<file path="src/rtl/sregs_pkg.sv">
// Shared definitions for the pcpu special-register block: register map,
// mode/flag bit positions and the interrupt handshake state encoding.
package sregs_pkg;

  // Special-register addresses
  localparam int SR_RT_MODE      = 1;
  localparam int SR_JTR_MODE     = 2;
  localparam int SR_IRQ_PC       = 3;
  localparam int SR_ALU_FLAGS    = 4;
  localparam int SR_IRQ_FLAGS    = 5;
  localparam int SR_IRQ_MASK     = 6;
  localparam int SR_IRQ_PENDING  = 7;
  localparam int SR_IRQ_CAUSE    = 8;
  localparam int SR_MEM_PG_BASE  = 'h10;
  localparam int SR_PROG_PG_BASE = 'h20;

  // rt_mode = {MEMPG, IRQEN, INA, SUP}
  localparam int RT_SUP   = 0;
  localparam int RT_INA   = 1;
  localparam int RT_IRQEN = 2;
  localparam int RT_MEMPG = 3;

  // jtr_mode = {PRGPG, BLM}
  localparam int JT_BLM   = 0;
  localparam int JT_PRGPG = 1;

  // irq_flags = {IINT, SUP, PRGPG, MEMPG}
  localparam int IF_MEMPG = 0;
  localparam int IF_PRGPG = 1;
  localparam int IF_SUP   = 2;
  localparam int IF_IINT  = 3;

  localparam logic [3:0] RT_MODE_RST  = 4'b0001;
  localparam logic [1:0] JTR_MODE_RST = 2'b01;

  typedef enum logic {
    ST_IDLE = 1'b0,
    ST_REQ  = 1'b1
  } irq_state_t;

endpackage

</file>
<file path="src/rtl/irq_prio_enc.sv">
// Find-first-set priority encoder: the lowest-numbered asserted request wins.
module irq_prio_enc #(
  parameter int N     = 9,
  parameter int IDX_W = 4
) (
  input  logic [N-1:0]     req,
  output logic             valid,
  output logic [IDX_W-1:0] idx
);

  always_comb begin
    valid = 1'b0;
    idx   = '0;
    // Scan downwards so the last hit, the lowest index, is the one kept.
    for (int i = N - 1; i >= 0; i--) begin
      if (req[i]) begin
        valid = 1'b1;
        idx   = IDX_W'(i);
      end
    end
  end

endmodule

</file>
<file path="src/rtl/sregs_irqpg.sv">
// pcpu special registers: mode bits, ALU flags, data/program page translation
// and a multi-source interrupt controller with hardware state save/restore.
module sregs_irqpg
  import sregs_pkg::*;
#(
  parameter int NIRQ      = 8,
  parameter int PG_IDX_W  = 4,
  parameter int PHYS_PG_W = 8,
  parameter int ADDR_W    = 16
) (
  input  logic                              clk,
  input  logic                              rst,
  input  logic                              sr_ie,
  input  logic [ADDR_W-1:0]                 sr_sel,
  input  logic [ADDR_W-1:0]                 sr_in,
  output logic [ADDR_W-1:0]                 sr_out,
  input  logic                              jtr_commit,
  output logic                              boot_mode,
  output logic                              instr_mem_over,
  output logic                              irq_en,
  input  logic [NIRQ-1:0]                   irq_in,
  input  logic                              sw_int,
  output logic                              irq_req,
  input  logic                              irq_ack,
  output logic [3:0]                        irq_cause,
  input  logic                              iret,
  input  logic [ADDR_W-1:0]                 pc_in,
  input  logic                              pc_ie,
  input  logic                              pc_inc,
  input  logic [4:0]                        alu_flags_in,
  input  logic                              alu_flags_ie,
  output logic [4:0]                        alu_flags,
  input  logic [ADDR_W-1:0]                 addr_in,
  output logic [ADDR_W-PG_IDX_W+PHYS_PG_W-1:0] addr_out,
  input  logic [ADDR_W-1:0]                 prog_in,
  output logic [ADDR_W-PG_IDX_W+PHYS_PG_W-1:0] prog_out,
  output logic [PHYS_PG_W-1:0]              prog_page_out
);

  localparam int PW    = NIRQ + 1;
  localparam int PG_N  = 1 << PG_IDX_W;
  localparam int OFF_W = ADDR_W - PG_IDX_W;
  localparam int OUT_W = OFF_W + PHYS_PG_W;

  logic [3:0]        rt_mode_reg,     rt_mode_next;
  logic [1:0]        jtr_mode_reg,    jtr_mode_next;
  logic [1:0]        jtr_buf_reg,     jtr_buf_next;
  logic [ADDR_W-1:0] irq_pc_reg,      irq_pc_next;
  logic [4:0]        alu_flags_reg,   alu_flags_next;
  logic [3:0]        irq_flags_reg,   irq_flags_next;
  logic [PW-1:0]     irq_mask_reg,    irq_mask_next;
  logic [PW-1:0]     irq_pending_reg, irq_pending_next;
  logic [3:0]        irq_cause_reg,   irq_cause_next;
  logic [NIRQ-1:0]   irq_prev_reg;
  irq_state_t        state_reg,       state_next;

  logic [PHYS_PG_W-1:0] mem_page_reg  [PG_N];
  logic [PHYS_PG_W-1:0] prog_page_reg [PG_N];

  // Register decode
  logic sel_rt, sel_jtr, sel_pc, sel_alu, sel_flags, sel_mask, sel_pend, sel_cause;
  logic sel_mp, sel_pp, pg_ok, sup;
  logic [PG_IDX_W-1:0] pg_idx;

  assign sel_rt    = (sr_sel == ADDR_W'(SR_RT_MODE));
  assign sel_jtr   = (sr_sel == ADDR_W'(SR_JTR_MODE));
  assign sel_pc    = (sr_sel == ADDR_W'(SR_IRQ_PC));
  assign sel_alu   = (sr_sel == ADDR_W'(SR_ALU_FLAGS));
  assign sel_flags = (sr_sel == ADDR_W'(SR_IRQ_FLAGS));
  assign sel_mask  = (sr_sel == ADDR_W'(SR_IRQ_MASK));
  assign sel_pend  = (sr_sel == ADDR_W'(SR_IRQ_PENDING));
  assign sel_cause = (sr_sel == ADDR_W'(SR_IRQ_CAUSE));
  assign sel_mp    = (sr_sel[ADDR_W-1:4] == (ADDR_W-4)'(SR_MEM_PG_BASE >> 4));
  assign sel_pp    = (sr_sel[ADDR_W-1:4] == (ADDR_W-4)'(SR_PROG_PG_BASE >> 4));
  assign pg_ok     = (int'(sr_sel[3:0]) < PG_N);
  assign pg_idx    = sr_sel[PG_IDX_W-1:0];
  assign sup       = rt_mode_reg[RT_SUP];

  // Interrupt sources and arbitration
  logic [NIRQ-1:0] irq_edge;
  logic [PW-1:0]   irq_active;
  logic            win_valid;
  logic [3:0]      win_idx;

  assign irq_edge   = irq_in & ~irq_prev_reg;
  assign irq_active = irq_pending_reg & irq_mask_reg;

  irq_prio_enc #(
    .N     (PW),
    .IDX_W (4)
  ) u_prio (
    .req   (irq_active),
    .valid (win_valid),
    .idx   (win_idx)
  );

  always_comb begin
    rt_mode_next     = rt_mode_reg;
    jtr_mode_next    = jtr_mode_reg;
    jtr_buf_next     = jtr_buf_reg;
    irq_pc_next      = irq_pc_reg;
    alu_flags_next   = alu_flags_reg;
    irq_flags_next   = irq_flags_reg;
    irq_mask_next    = irq_mask_reg;
    irq_pending_next = irq_pending_reg;
    irq_cause_next   = irq_cause_reg;
    state_next       = state_reg;

    if (sr_ie) begin
      if (sel_rt && sup)   rt_mode_next     = sr_in[3:0];
      if (sel_jtr)         jtr_buf_next     = sr_in[1:0];
      if (sel_pc)          irq_pc_next      = sr_in;
      if (sel_alu)         alu_flags_next   = sr_in[4:0];
      if (sel_mask && sup) irq_mask_next    = sr_in[PW-1:0];
      if (sel_pend)        irq_pending_next = irq_pending_next & ~sr_in[PW-1:0];
    end
    if (alu_flags_ie) alu_flags_next = alu_flags_in;
    if (jtr_commit)   jtr_mode_next  = jtr_buf_reg;

    if (iret && state_reg == ST_IDLE) begin
      rt_mode_next[RT_SUP]    = irq_flags_reg[IF_SUP];
      rt_mode_next[RT_MEMPG]  = irq_flags_reg[IF_MEMPG];
      rt_mode_next[RT_IRQEN]  = 1'b1;
      jtr_mode_next[JT_PRGPG] = irq_flags_reg[IF_PRGPG];
      jtr_buf_next[JT_PRGPG]  = irq_flags_reg[IF_PRGPG];
    end

    unique case (state_reg)
      ST_IDLE: begin
        if (rt_mode_reg[RT_IRQEN] && win_valid) begin
          irq_cause_next = win_idx;
          state_next     = ST_REQ;
        end
      end
      ST_REQ: begin
        if (irq_ack) begin
          irq_flags_next[IF_MEMPG] = rt_mode_reg[RT_MEMPG];
          irq_flags_next[IF_PRGPG] = jtr_mode_reg[JT_PRGPG];
          irq_flags_next[IF_SUP]   = rt_mode_reg[RT_SUP];
          irq_flags_next[IF_IINT]  = (irq_cause_reg == 4'(NIRQ));
          // Entry state replaces any same-cycle software write.
          rt_mode_next             = rt_mode_reg;
          rt_mode_next[RT_SUP]     = 1'b1;
          rt_mode_next[RT_IRQEN]   = 1'b0;
          rt_mode_next[RT_MEMPG]   = 1'b0;
          jtr_mode_next[JT_PRGPG]  = 1'b0;
          jtr_buf_next             = jtr_buf_reg;
          jtr_buf_next[JT_PRGPG]   = 1'b0;
          if (pc_ie)       irq_pc_next = sr_in;
          else if (pc_inc) irq_pc_next = pc_in + ADDR_W'(1);
          else             irq_pc_next = pc_in;
          irq_pending_next = irq_pending_next & ~(PW'(1) << irq_cause_reg);
          state_next       = ST_IDLE;
        end
      end
      default: state_next = ST_IDLE;
    endcase

    // New edges are applied last so they win over any clear this cycle.
    irq_pending_next = irq_pending_next | {sw_int, irq_edge};
  end

  always_ff @(posedge clk or negedge rst) begin
    if (!rst) begin
      rt_mode_reg     <= RT_MODE_RST;
      jtr_mode_reg    <= JTR_MODE_RST;
      jtr_buf_reg     <= JTR_MODE_RST;
      irq_pc_reg      <= '0;
      alu_flags_reg   <= '0;
      irq_flags_reg   <= '0;
      irq_mask_reg    <= '0;
      irq_pending_reg <= '0;
      irq_cause_reg   <= '0;
      irq_prev_reg    <= '0;
      state_reg       <= ST_IDLE;
    end else begin
      rt_mode_reg     <= rt_mode_next;
      jtr_mode_reg    <= jtr_mode_next;
      jtr_buf_reg     <= jtr_buf_next;
      irq_pc_reg      <= irq_pc_next;
      alu_flags_reg   <= alu_flags_next;
      irq_flags_reg   <= irq_flags_next;
      irq_mask_reg    <= irq_mask_next;
      irq_pending_reg <= irq_pending_next;
      irq_cause_reg   <= irq_cause_next;
      irq_prev_reg    <= irq_in;
      state_reg       <= state_next;
    end
  end

  // Page tables
  logic [PG_N-1:0] mp_we, pp_we;

  for (genvar gi = 0; gi < PG_N; gi++) begin : g_pg_we
    assign mp_we[gi] = sr_ie && sup && sel_mp && pg_ok && (pg_idx == PG_IDX_W'(gi));
    assign pp_we[gi] = sr_ie && sup && sel_pp && pg_ok && (pg_idx == PG_IDX_W'(gi));
  end

  always_ff @(posedge clk or negedge rst) begin
    if (!rst) begin
      for (int i = 0; i < PG_N; i++) begin
        mem_page_reg[i]  <= '0;
        prog_page_reg[i] <= '0;
      end
    end else begin
      for (int i = 0; i < PG_N; i++) begin
        if (mp_we[i]) mem_page_reg[i]  <= sr_in[PHYS_PG_W-1:0];
        if (pp_we[i]) prog_page_reg[i] <= sr_in[PHYS_PG_W-1:0];
      end
    end
  end

  // Read mux
  always_comb begin
    sr_out = '0;
    if (sel_rt)    sr_out = ADDR_W'(rt_mode_reg);
    if (sel_jtr)   sr_out = ADDR_W'(jtr_mode_reg);
    if (sel_pc)    sr_out = irq_pc_reg;
    if (sel_alu)   sr_out = ADDR_W'(alu_flags_reg);
    if (sel_flags) sr_out = ADDR_W'(irq_flags_reg);
    if (sel_mask)  sr_out = ADDR_W'(irq_mask_reg);
    if (sel_pend)  sr_out = ADDR_W'(irq_pending_reg);
    if (sel_cause) sr_out = ADDR_W'(irq_cause_reg);
    if (sel_mp && pg_ok) sr_out = ADDR_W'(mem_page_reg[pg_idx]);
    if (sel_pp && pg_ok) sr_out = ADDR_W'(prog_page_reg[pg_idx]);
  end

  // Address translation
  logic [PHYS_PG_W-1:0] data_pg, prog_pg;

  assign data_pg = mem_page_reg[addr_in[ADDR_W-1 -: PG_IDX_W]];
  assign prog_pg = prog_page_reg[prog_in[ADDR_W-1 -: PG_IDX_W]];

  assign addr_out      = rt_mode_reg[RT_MEMPG]   ? {data_pg, addr_in[OFF_W-1:0]} : OUT_W'(addr_in);
  assign prog_out      = jtr_mode_reg[JT_PRGPG]  ? {prog_pg, prog_in[OFF_W-1:0]} : OUT_W'(prog_in);
  assign prog_page_out = jtr_mode_reg[JT_PRGPG]  ? prog_pg : '0;

  assign boot_mode      = jtr_mode_reg[JT_BLM];
  assign instr_mem_over = rt_mode_reg[RT_INA];
  assign irq_en         = rt_mode_reg[RT_IRQEN];
  assign alu_flags      = alu_flags_reg;
  assign irq_req        = (state_reg == ST_REQ);
  assign irq_cause      = irq_cause_reg;

endmodule

</file>
<file path="config.mk">
export PLATFORM = sky130hd
export DESIGN_NAME = sregs_irqpg
export DESIGN_NICKNAME = d
export VERILOG_FILES = /design/src/rtl/sregs_pkg.sv /design/src/rtl/irq_prio_enc.sv /design/src/rtl/sregs_irqpg.sv
export SDC_FILE = /design/constraint.sdc
export NUM_CORES = 1
export LEC_CHECK = 0
export CAP_MARGIN = 30
export CORE_ASPECT_RATIO = 0.8
export CORE_MARGIN = 2
export CORE_UTILIZATION = 40
export CTS_BUF_LIST = sky130_fd_sc_hd__clkbuf_8
export CTS_CLUSTER_DIAMETER = 120
export DETAILED_ROUTE_END_ITERATION = 10
export PLACE_DENSITY = 0.69
export SETUP_SLACK_MARGIN = 0.15
export SYNTH_ARGS = -nofsm -noshare
export SYNTH_HDL_FRONTEND = slang
export SYNTH_SLANG_ARGS = --single-unit
</file>
<file path="constraint.sdc">
create_clock -name clk -period 6.5 [get_ports clk]
set_input_delay 0.65 -clock clk [delete_from_list [all_inputs] [get_ports clk]]
set_output_delay 0.65 -clock clk [all_outputs]
set_load 0.1 [all_outputs]
</file>
==> results.tsv <==
metric	value	unit
violations	negative hold slack	
drtPass1Iterations	6	
synth_ff_type	dfrtp_1	
async_reset_ff_share	100.0	%
powerDensity	219.0	nW/um2
finalSetupViolCount	0	
synthTopCellsByArea	dfrtp_1, mux4_2, mux2_2, nand2_1, buf_4	
cp_slowest_cell	clkdlybuf4s50_1	
crit_chain	clkdlybuf4s50_1, mux4_2, nand2_1, and3_1, a311oi_1, a21o_1, clkdlybuf4s50_1	
start_kind	primary input	
ys_ff_latch	320	
clock_sinks	320	
syn_nets	1379	
synth_warnings	0	
cts_inserted_buffers	55	
switching_share	25.60	%
fin_crit	4783	ps
pin_count	180	
die_area	46060	um2
drv_slew	0	
p_comb_share	9.3	%
grt_pass1_wl	78560	um
postCtsResizedCells	0	
tns	0	ps
cpMostUsedCell	clkdlybuf4s50_1	
cpLargestDelayFamily	buffers and inverters	
post_drt_wl_per_cell	25.82	um
layout.cells.most_common_list	dfrtp_1, mux2_2, mux4_2, clkdlybuf4s50_1, nand2_1	
syn-cell-area	17740	um2
postCtsSetupBuffers	0	
vias	12064	
layout_commonest_cell	dfrtp_1	
overflow	0	
rows	68	
drive_above_1_share	43.11	%
cp.required	5850	ps
p_clk_share	45.5	%
core_area	43480	um2
postCtsHoldBufs	0	
clockRootBuffer	clkbuf_8	
grt_pass1_vias	12225	
rsz0062_at_grt	false	
cts.clk_slew.worst_paths	60	ps
area_delta_synth_final	16.36	%
finalInstanceArea	20640	um2
synth_cell_types	73	
initial_utilization	40.81	%
cts_tree	built	
finalHoldViolCount	4	
die_w	239.5	um
synth_edf_count	0	
antenna_left	0	
worstSetupPathType	in2out	
port_buffers	131	
synth_cells	1275	
path_buf_inv	2	
antenna_found_initial	0	
clock_latency	630	ps
grt_max_degree	181	
p_leak	0.009020	uW
postSynthAreaPerCell	13.91	um2
cts_max_level	2	
hpwl	35060	um
place_congestion	0.9559	
outcome	complete, but fails checks	
skew	14.66	ps
endpoint_kind	output pin	
max-slew-margin-rel	28.84	%
p_seq_share	45.2	%
fp.dieH	192.4	um
holdWs	-3.480	ps
switchingPower	1157	uW
cts_buffer_depth	3	
intPower	3363	uW
layout.nets	1472	
worstMarginPinSlew	1064	ps
postRouteWirelength	51770	um
ys_seq_area_share	45.16	%
globalRouteTotalUtil	22.86	%
fin_crit_sh	73.58	%
place_area	19370	um2
arrival	4130	ps
yosysTopAreaCell	dfrtp_1	
yosys.area.top_type_share	44.71	%
fmaxAchievable	0.2091	GHz
peakVddDrop	0.1278	mV
drcViolationCount	0	
max_stage_delay	1170	ps
critPathMaxFanout	18	
min_path_type	in2async	
maxCapViolations	0	
initialDrtViolationCount	1187	
via_per_inst	6.017	
[stage by stage]
stage                     power (uW)  setup WS (ps)  hold slack [ps]  instances  utilization (%)
after floorplan                 2375           1018            354.4       1275                -
after global placement          2494           1737            406.0       1902            44.47
after global routing            4679           1642            58.66       2003            47.47
after CTS                       4568           1754            24.04       2002            47.40
after detailed placement        2500           1759            424.4       1905            44.56
final                           4521           1717           -3.480       2005            47.48
[per-layer routing]
metal	routed length, um	global-route usage (%)	up-vias
met1	22540	32.94	6303
met5	0	0	-
met4	1265	7.212	0
met3	5109	6.380	87
li1	-	-	5081
met2	22860	33.47	593
[final timing paths]
path	slack, ps	to	start	cells after the start
max	1720	prog_out[14]	prog_in[14]	7
min	-3	mem_page_reg[38]$_DFFE_PN0P_	rst	1
max reg2reg	3430	prog_page_reg[16]$_DFFE_PN0P_	rt_mode_reg[0]$_DFF_PN1_	5
min reg2reg	430	irq_pending_reg[7]$_DFF_PN0_	irq_prev_reg[7]$_DFF_PN0_	1
max in group asynchronous	5040	irq_pending_reg[0]$_DFF_PN0_	rst	2
min in group clk	430	irq_pending_reg[7]$_DFF_PN0_	irq_prev_reg[7]$_DFF_PN0_	1
[cells by family after synthesis]
family,count (synthesis),synth area share [%]
adder cells (fa/ha/maj),1,0.07052
AO/OA/AOI/OAI,135,5.572
flip-flops,320,45.16
AND/OR/NAND/NOR,221,7.180
multiplexers,445,37.49
XOR/XNOR,14,0.6912
buffers and inverters,139,3.844
[power by group through the flow]
stage | combinational (uW) | clock, uW | sequential, uW
CTS | 423 | 2100 | 2040
floorplan | 285 | 0 | 2090
global placement | 415 | 0 | 2080
detailed placement | 422 | 0 | 2080
global route | 447 | 2190 | 2050
finish | 420 | 2060 | 2040
[final cells by class]
cell class | count | area (um2)
fillers | 3779 | 22830
multi-input cells | 816 | 9054
flip-flops and latches | 320 | 8011
repair buffers | 158 | 1528
clock buffers | 70 | 963.4
well taps | 595 | 744.5
clock inverters | 27 | 272.8
inverters | 17 | 63.81
diodes | 2 | 5.005
[cell usage after synthesis, drive strengths merged, types with 10 or more instances]
library cell and number:
and2 18, a22oi 18, xor2 11, mux2i 10, mux4 144, clkbuf 59
dfrtp 317, mux2 291, buf 63, nand3 17, nor2 42, inv 15
o21ai 17, nand2 76, nor3 16, a21oi 23
(Power assumes the default switching activity.)
